**src/rtl/ldm_stm_sequencer_pkg.sv**
```systemverilog
// Shared types and constants for the LDM/STM block-transfer sequencer.
package ldm_stm_pkg;

  localparam int WORD_BYTES = 4;

  typedef enum logic [1:0] {
    IDLE = 2'd0,
    XFER = 2'd1,
    WB   = 2'd2,
    DONE = 2'd3
  } state_e;

  typedef logic [15:0] reglist_t;

  // Writeback is dropped when an LDM reloads the base itself, and never targets R15.
  function automatic logic wb_taken(input logic     load,
                                    input logic     wback,
                                    input logic [3:0] rn,
                                    input reglist_t list);
    return wback && !(load && list[rn]) && (rn != 4'd15);
  endfunction

endpackage

```
**src/rtl/ldm_stm_sequencer_reglist_scan.sv**
```systemverilog
// Combinational scan of a register mask: lowest set index, any-set flag and popcount.
module reglist_scan
  import ldm_stm_pkg::*;
(
  input  reglist_t   mask_i,
  output logic [3:0] idx_o,
  output logic       valid_o,
  output logic [4:0] count_o
);

  // Walk from the top so the lowest set bit is the last one to win.
  always_comb begin
    idx_o   = 4'd0;
    count_o = 5'd0;
    valid_o = |mask_i;
    for (int i = 15; i >= 0; i--) begin
      idx_o   = mask_i[i] ? 4'(i) : idx_o;
      count_o = count_o + 5'(mask_i[i]);
    end
  end

endmodule

```
**src/rtl/ldm_stm_sequencer.sv**
```systemverilog
// ARM LDM/STM sequencer: walks the register list over a request/ready memory port,
// feeds the register file read/write ports and stalls the core while active.
module ldm_stm_sequencer
  import ldm_stm_pkg::state_e, ldm_stm_pkg::IDLE, ldm_stm_pkg::XFER, ldm_stm_pkg::WB,
         ldm_stm_pkg::DONE, ldm_stm_pkg::reglist_t, ldm_stm_pkg::wb_taken;
#(
  parameter int DW         = 32,
  parameter int WORD_BYTES = ldm_stm_pkg::WORD_BYTES
) (
  input  logic          clk,
  input  logic          rst_n,
  input  logic          start,
  input  logic          load,
  input  logic          pre,
  input  logic          up,
  input  logic          wback,
  input  logic [3:0]    rn,
  input  logic [DW-1:0] base,
  input  logic [15:0]   reg_list,
  output logic [3:0]    ra,
  input  logic [DW-1:0] rd,
  output logic [3:0]    wa,
  output logic          we,
  output logic [DW-1:0] wd,
  output logic          pc_we,
  output logic [DW-1:0] pc_wd,
  output logic          mem_req,
  output logic          mem_write,
  output logic [DW-1:0] mem_addr,
  output logic [DW-1:0] mem_wdata,
  input  logic [DW-1:0] mem_rdata,
  input  logic          mem_ready,
  output logic          busy,
  output logic          done
);

  state_e        state_q, state_d;
  reglist_t      mask_q, mask_d;
  logic [DW-1:0] addr_q, addr_d;
  logic [DW-1:0] fbase_q, fbase_d;
  logic          load_q, load_d;
  logic          wb_q, wb_d;
  logic [3:0]    rn_q, rn_d;

  reglist_t      scan_mask_s;
  reglist_t      rem_mask_s;
  logic [3:0]    idx_s;
  logic          any_s;
  logic [4:0]    cnt_s;
  logic [DW-1:0] step_s;
  logic [DW-1:0] span_s;
  logic [DW-1:0] start_addr_s;

  // One scanner: popcount of the incoming list in IDLE, next register during XFER.
  assign scan_mask_s = (state_q == IDLE) ? reg_list : mask_q;

  reglist_scan u_scan (
    .mask_i  (scan_mask_s),
    .idx_o   (idx_s),
    .valid_o (any_s),
    .count_o (cnt_s)
  );

  assign step_s     = DW'(WORD_BYTES);
  assign span_s     = DW'(cnt_s) * step_s;
  assign rem_mask_s = mask_q & ~(16'd1 << idx_s);

  // Lowest address of the transferred block; registers always go out ascending.
  always_comb begin
    case ({pre, up})
      2'b01:   start_addr_s = base;
      2'b11:   start_addr_s = base + step_s;
      2'b00:   start_addr_s = base - span_s + step_s;
      2'b10:   start_addr_s = base - span_s;
      default: start_addr_s = base;
    endcase
  end

  // State and transfer-context registers.
  always_ff @(posedge clk or negedge rst_n) begin
    if (!rst_n) begin
      state_q <= IDLE;
      mask_q  <= 16'd0;
      addr_q  <= {DW{1'b0}};
      fbase_q <= {DW{1'b0}};
      load_q  <= 1'b0;
      wb_q    <= 1'b0;
      rn_q    <= 4'd0;
    end else begin
      state_q <= state_d;
      mask_q  <= mask_d;
      addr_q  <= addr_d;
      fbase_q <= fbase_d;
      load_q  <= load_d;
      wb_q    <= wb_d;
      rn_q    <= rn_d;
    end
  end

  // Next-state and output decode; load data is forwarded to the register file in the ready cycle.
  always_comb begin
    state_d   = state_q;
    mask_d    = mask_q;
    addr_d    = addr_q;
    fbase_d   = fbase_q;
    load_d    = load_q;
    wb_d      = wb_q;
    rn_d      = rn_q;
    ra        = 4'd0;
    wa        = 4'd0;
    we        = 1'b0;
    wd        = {DW{1'b0}};
    pc_we     = 1'b0;
    pc_wd     = {DW{1'b0}};
    mem_req   = 1'b0;
    mem_write = 1'b0;
    mem_addr  = {DW{1'b0}};
    mem_wdata = {DW{1'b0}};
    busy      = 1'b0;
    done      = 1'b0;

    case (state_q)
      IDLE: begin
        if (start) begin
          load_d  = load;
          rn_d    = rn;
          mask_d  = reg_list;
          addr_d  = start_addr_s;
          fbase_d = up ? (base + span_s) : (base - span_s);
          wb_d    = wb_taken(load, wback, rn, reg_list);
          state_d = any_s ? XFER : DONE;
        end else begin
          state_d = IDLE;
        end
      end

      XFER: begin
        busy      = 1'b1;
        mem_req   = 1'b1;
        mem_write = ~load_q;
        mem_addr  = addr_q;
        ra        = idx_s;
        mem_wdata = rd;
        if (mem_ready) begin
          if (load_q) begin
            if (idx_s == 4'd15) begin
              pc_we = 1'b1;
              pc_wd = mem_rdata;
            end else begin
              we = 1'b1;
              wa = idx_s;
              wd = mem_rdata;
            end
          end else begin
            we = 1'b0;
          end
          mask_d = rem_mask_s;
          addr_d = addr_q + step_s;
          if (rem_mask_s == 16'd0) begin
            state_d = wb_q ? WB : DONE;
          end else begin
            state_d = XFER;
          end
        end else begin
          state_d = XFER;
        end
      end

      WB: begin
        busy    = 1'b1;
        we      = 1'b1;
        wa      = rn_q;
        wd      = fbase_q;
        state_d = DONE;
      end

      DONE: begin
        done    = 1'b1;
        state_d = IDLE;
      end

      default: begin
        state_d = IDLE;
      end
    endcase
  end

endmodule

```
**config.mk**
```make
export PLATFORM = sky130hd
export DESIGN_NAME = ldm_stm_sequencer
export DESIGN_NICKNAME = d
export VERILOG_FILES = /design/src/rtl/ldm_stm_sequencer_pkg.sv /design/src/rtl/ldm_stm_sequencer_reglist_scan.sv /design/src/rtl/ldm_stm_sequencer.sv
export SDC_FILE = /design/constraint.sdc
export NUM_CORES = 1
export LEC_CHECK = 0
export ABC_CLOCK_PERIOD_IN_PS = 8800
export BUFFER_PORTS_ARGS = -buffer_cell sky130_fd_sc_hd__buf_2
export CAP_MARGIN = 20
export CORE_MARGIN = 1.5
export CORE_UTILIZATION = 40
export DETAILED_ROUTE_END_ITERATION = 7
export GPL_TIMING_DRIVEN = 0
export PLACE_DENSITY = 0.66
export SLEW_MARGIN = 40
export SYNTH_ARGS = -nofsm -noshare
export SYNTH_HDL_FRONTEND = slang
export SYNTH_SLANG_ARGS = --single-unit
```
**constraint.sdc**
```tcl
create_clock -name clk -period 8.8 [get_ports clk]
set_clock_uncertainty 0.05 [all_clocks]
set_input_delay 0.44 -clock clk [delete_from_list [all_inputs] [get_ports clk]]
set_output_delay 0.44 -clock clk [all_outputs]
set_load 0.01 [all_outputs]
```
## Yosys cells after proc, flatten, opt, wreduce, memory -nomap -nowiden

Cells that the tools add are included.

- Bits of input ports: 124
- Flip-flop bits (word level): 88
- Output and inout port bits: 142
- Word-level logic and storage cells: 114

- Shift operators: 1
- Multiplexer cells: 60
- Reduce and logical (&&, ||, !) cells: 12
- Bitwise logic cells: 3
- Equal/unequal tests: 10
- Add/sub/neg operators: 20
- Order comparisons: 1

Operators by type and width:

| operator | number |
|---|---|
| $mux W32 | 12 |
| $pmux W32 S2 | 2 |
| $pmux W32 S4 | 1 |
| $add A32 B3 Y32 const B | 3 |
| $mux W4 | 20 |
| $add A5 B1 Y5 | 14 |
| $mux W16 | 3 |
| $add A32 B7 Y32 | 1 |
| $pmux W16 S2 | 1 |
| $sub A32 B7 Y32 | 1 |
| $and A16 B16 Y16 | 1 |
| $logic_not A16 Y1 | 1 |
| $not A16 Y16 | 1 |
| $reduce_or A16 Y1 | 1 |
| $shl A1 B4 Y16 const A | 1 |
| $mux W1 | 13 |
| $eq A2 B2 Y1 const B | 4 |
| $mux W2 | 4 |
| $pmux W2 S4 | 1 |
| $pmux W4 S2 | 1 |
| $lt A4 B5 Y1 const B | 1 |
| $bmux W1 S4 | 1 |
| $eq A2 B1 Y1 const B | 2 |
| $eq A4 B4 Y1 const B | 1 |
| other kinds (12) | 16 |

## Logic depth before layout (Yosys ltp)

- Word-level depth: 25
- Gate-level depth with buffers: 33
- Gate-level depth less buffers: 28

## Hierarchy

Synthesis repeated with hierarchy kept, for this count alone.

- Cells, all modules: 1361
- Area total of the unflattened synthesis: 10221.1 um^2

By module, submodules not included:

| module | area each (um^2) | cells an instance | sequential area each (um^2) | times used |
|---|---|---|---|---|
| ldm_stm_sequencer | 9651.8 | 1288 | 2202.1 | 1 |
| reglist_scan | 569.3 | 73 | 0.0 | 1 |

## Worst setup path before layout

No wires, ideal clock.

- Kind: flip-flop to flip-flop
- From: reg state_q[0]
- To: reg addr_q[24]
- Setup time: 0.110 ns
- Slack: 0.386 ns
- Data arrival time: 8.254 ns
- Path buffers: 4
- Period minus slack after synthesis: 8.414 ns
- Required time: 8.640 ns
- Stages on the path, launching flop included: 27
- Cells stage by stage: dfrtp_1 inv_1 ha_1 clkbuf_1 clkbuf_1 buf_1 mux2i_1 ha_1 inv_1 fa_1 fa_1 fa_1 fa_1 fa_1 fa_1 inv_1 fa_1 or2_1 a211oi_1 or4_4 buf_6 mux2_4 o31a_4 nor4_4 mux2i_1 xnor2_1 o41ai_1

- Cells in the longest elaborated chain, start to end: 22
- Elaborated cells between the ends (all ways): 27
- Classes of those cells: 17 x add/sub; 3 x eq/ne; 4 x mux; 3 x reduce/logical

RTL lines:

| what | line | source |
|---|---|---|
| from (decl) | ldm_stm_sequencer.sv:37 | `state_e state_q, state_d;` |
| from (signal assigned) | ldm_stm_sequencer.sv:90 | `state_q <= state_d;` |
| $logic_not A2 Y1 | ldm_stm_sequencer.sv:55, ldm_stm_sequencer.sv:122 |  |
| $mux W16 | ldm_stm_sequencer.sv:55 | `assign scan_mask_s = (state_q == IDLE) ? reg_list : mask_q;` |
| $add A1 B1 Y2 | ldm_stm_sequencer_reglist_scan.sv:18 | `count_o = count_o + 5'(mask_i[i]);` |
| $add A5 B1 Y5 (14 in a row) | ldm_stm_sequencer_reglist_scan.sv:18 |  |
| $sub A32 B7 Y32 | ldm_stm_sequencer.sv:73, ldm_stm_sequencer.sv:74 |  |
| $add A32 B3 Y32 | ldm_stm_sequencer.sv:73 | `2'b00: start_addr_s = base - span_s + step_s;` |
| $pmux W32 S4 | ldm_stm_sequencer.sv:70 | `case ({pre, up})` |
| $mux W32 | ldm_stm_sequencer.sv:124 | `if (start) begin` |
| $pmux W32 S2 | ldm_stm_sequencer.sv:122 | `case (state_q)` |
| to (signal assigned) | ldm_stm_sequencer.sv:84 | `addr_q <= {DW{1'b0}};` |
| to (signal assigned) | ldm_stm_sequencer.sv:92 | `addr_q <= addr_d;` |
| to (decl) | ldm_stm_sequencer.sv:39 | `logic [DW-1:0] addr_q, addr_d;` |

Several ways; a longest one is shown, not always the timed one. The select of a mux whose other input is x is not followed.
A chain may end at the register's enable or synchronous reset.

## Worst setup path in the final report

- From: reg state_q[1]
- To: reg addr_q[25]

Same word-level chain as after synthesis.

==> flow_metrics.env <==
export IMPL_worstSetupEndpointType="flop"
export IMPL_gp_congestion=0.993
export IMPL_fp_row_count=58
export IMPL_period_share=0.963
export IMPL_busiest_layer="met2"
export IMPL_cts_tree="done"
export IMPL_synth_edff_count=0
export IMPL_critPathMaxFanout=10
export IMPL_reg2reg_from="state_q[1]$_DFF_PN0_"
export IMPL_numCtsBuffers=9
export IMPL_rrSetupSlack_ns=0.33
export IMPL_crit_path_start="state_q[1]$_DFF_PN0_"
export IMPL_grt_pass1_wl_um=67900
export IMPL_ys_ff_latch=88
export IMPL_drtAntennaViolNets=0
export IMPL_hold_depth=2
export IMPL_dieWidth_um=164
export IMPL_hold_class="input pin to flop"
export IMPL_whs_endpoint="load_q$_DFFE_PN0P_"
export IMPL_core_sq_um=25300
export IMPL_relSlewSlack=0.449
export IMPL_antenna_found_initial=0
export IMPL_drc_errors=0
export IMPL_grt_use_met2=0.521
export IMPL_place_inst=1986
export IMPL_r2r_end="addr_q[25]$_DFFE_PN0P_"
export IMPL_fmax_mhz=118
export IMPL_setup_viol=0
export IMPL_cp_arrival_ns=8.64
export IMPL_netlist_area_sq_um=10300
export IMPL_num_io_pins=266
export IMPL_cts_path_max_buffers=2
export IMPL_first_pass_iters=6
export IMPL_status="finished, final reports clean"
export IMPL_post_drt_wl_per_cell_um=22.7
export IMPL_met3_usage=0.0533
export IMPL_clkLatencyLatePin_ns=0.35
export IMPL_grt_usage=0.334
export IMPL_synth_area_leaders="dfrtp_1 (21%), and2_1 (5.9%), nand2_1 (5.7%)"
export IMPL_max_stage_delay_ns=0.59
export IMPL_crit_type="flop to flop"
export IMPL_finalNetCount=1842
export IMPL_hold_start="load"
export IMPL_cts_htree_levels=3
export IMPL_place_hpwl_um=36000
export IMPL_mostFrequentLayoutCell="buf_2"
export IMPL_ys_async_sr_fraction=1.00
export IMPL_synth_cells=1402
export IMPL_die_height_um=164
export IMPL_syn2layout_area_growth_pct=22.1
export IMPL_cts_sinks=88
export IMPL_dieArea_sq_um=26800
export IMPL_rr_worst_depth=27
export IMPL_synth_nets=1567
export IMPL_pre_cts_slack_ns=-0.862
export IMPL_ys_flop_type="dfrtp_1"
export IMPL_cp_top_family="adder cells"
export IMPL_cp_required_ns=8.97
export IMPL_initial_utilization=0.409
export IMPL_worstMarginPinSlew_ns=0.819
export IMPL_routed_wl_um=45700
export IMPL_syn_avg_cell_area_sq_um=7.37
export IMPL_final_cell_mix="buf_2 (253), nand2_1 (157), nor2_1 (113)"
export IMPL_grt_max_degree=58
export IMPL_via_per_inst=6.13
export IMPL_grt_overflow_total=0
export IMPL_crit_top_cell="fa_1"
export IMPL_startpoint_type="flop"
export IMPL_ys_seq_area_frac=0.213
export IMPL_root_buffer="clkbuf_16"
export IMPL_n_fill_cell=2627
export IMPL_netlist_area_leader_share=0.213
export IMPL_critical_path_buf_inv_count=8
export IMPL_crit_path_top_delay_cell="fa_1"
export IMPL_clk_pin_slew_ns=0.07
export IMPL_hold_viol=0
export IMPL_drv_cap=0
export IMPL_final_max_slew_viol_count=0
export IMPL_grt_pass1_vias=11486
export IMPL_fin_cells=2013
export IMPL_place_port_buffers=253
export IMPL_synth_distinct_cells=80
export IMPL_period_needed_ns=8.47
export IMPL_drt_iter0_drc=1266
export IMPL_worst_slack_ns=0.327
export IMPL_synth_top_area_cell="dfrtp_1"
export IMPL_met1_usage=0.455
export IMPL_drive_above_1_share=0.208
export IMPL_ys_warn_count=0
export IMPL_vias=12348
export IMPL_rsz0062_at_grt="false"
==> cells in the mapped netlist, drive strengths merged (5+ instances only) <==
cell type  count
nand2        157
nor2         114
o21ai        103
and2          97
clkbuf        89
dfrtp         88
a21oi         59
nand3         55
xnor2         54
nor3          47
nor2b         46
inv           44
a22oi         39
mux2i         32
ha            29
a31oi         20
nor4          19
nand4         18
or3           17
and3          16
o22ai         16
mux2          15
buf           13
a211oi        12
a21o          12
a22o          12
fa            12
xor2          12
o31ai         11
nor3b         10
o32ai         10
o221ai         9
nand2b         8
o211ai         8
o21a           8
or2            8
or4            8
o21bai         7
o311ai         6
a221oi         5
a32oi          5
mux4           5
o41ai          5
==> repair_timing <==
action / 4_1_cts / 5_1_grt
pin swaps: 5 / 3
gates cloned: 0 / 0
resized for setup: 11 / 17
hold buffers: 1 / 0
setup endpoints to repair: 25 / 20
buffers inserted: 7 / 4
endpoints found under the hold margin: 31 / 0
==> stage by stage <==
stage | utilization | hold WS [ns] | cell area, sq um | setup TNS (ns)
finish | 0.500 | 0.291 | 12600 | 0
global route | 0.499 | 0.293 | 12600 | 0
CTS | 0.495 | 0.280 | 12500 | 0
detailed placement | 0.479 | 0.304 | 12100 | -13.70
global placement | 0.476 | 0.412 | 12000 | -24.03
floorplan | - | 0.0944 | 10300 | 0
==> how the worst max path moves through the flow <==
stage,slack (ns),end,cells past startpoint
finish,0.33,addr_q[25]$_DFFE_PN0P_,27
global route,0.002,addr_q[25]$_DFFE_PN0P_,27
CTS,0.03,addr_q[25]$_DFFE_PN0P_,27
detailed placement,-0.86,addr_q[25]$_DFFE_PN0P_,28
global placement,-1.25,addr_q[25]$_DFFE_PN0P_,26
floorplan,0.39,addr_q[24]$_DFFE_PN0P_,26
==> final cells by class <==
class / count / area, sq um / area share
clock inverters: 7 / 75.1 / 0.00595
repair buffers: 266 / 1390 / 0.110
diodes: 1 / 2.50 / 0.000198
plain buffers: 100 / 418 / 0.0331
multi-input cells: 1166 / 7710 / 0.611
well taps: 330 / 413 / 0.0327
flip-flops and latches: 88 / 2200 / 0.175
clock buffers: 9 / 225 / 0.0179
inverters: 46 / 173 / 0.0137
==> state kept, by name, indices dropped and copies added (netlist names) <==
| register | count |
|---|---|
| state_q | 2 |
| mask_q | 16 |
| addr_q | 32 |
| rn_q | 4 |
| load_q | 1 |
| wb_q | 1 |
| fbase_q | 32 |
==> worst reg2reg max path, cell delays in order, from the launching register on <==
cell      delay (ns)
dfrtp_1         0.40
inv_1           0.09
ha_1            0.24
clkbuf_4        0.23
clkbuf_4        0.23
buf_4           0.23
mux2i_4         0.30
ha_1            0.26
inv_1           0.06
fa_1            0.43
fa_1            0.49
fa_1            0.54
fa_1            0.43
fa_1            0.41
fa_1            0.59
inv_1           0.13
fa_1            0.48
or2_1           0.31
a211o_1         0.37
clkbuf_1        0.31
nand2_1         0.21
nor4b_2         0.30
nor3_2          0.15
nor4_4          0.29
buf_4           0.20
mux2i_1         0.23
mux2i_1         0.27
o22ai_1         0.11
==> per-layer routing <==
layer | up-vias | share of wire
met5 | - | 0
met4 | 0 | 0.046
met3 | 107 | 0.091
met2 | 704 | 0.45
met1 | 5908 | 0.41
li1 | 5629 | -
==> cells by family after synthesis <==
logic type,Yosys count,synth area share
DFF,88,0.213
buffers and inverters,148,0.0568
and+or+nand+nor,627,0.312
AOI/OAI and AO/OA,380,0.245
adders and majority gates,41,0.0584
xor gates and xnor gates,66,0.0560
muxes,52,0.0586
Power is not shown: default switching activity piles up to over one toggle a cycle in this logic, so the estimate is an artifact.
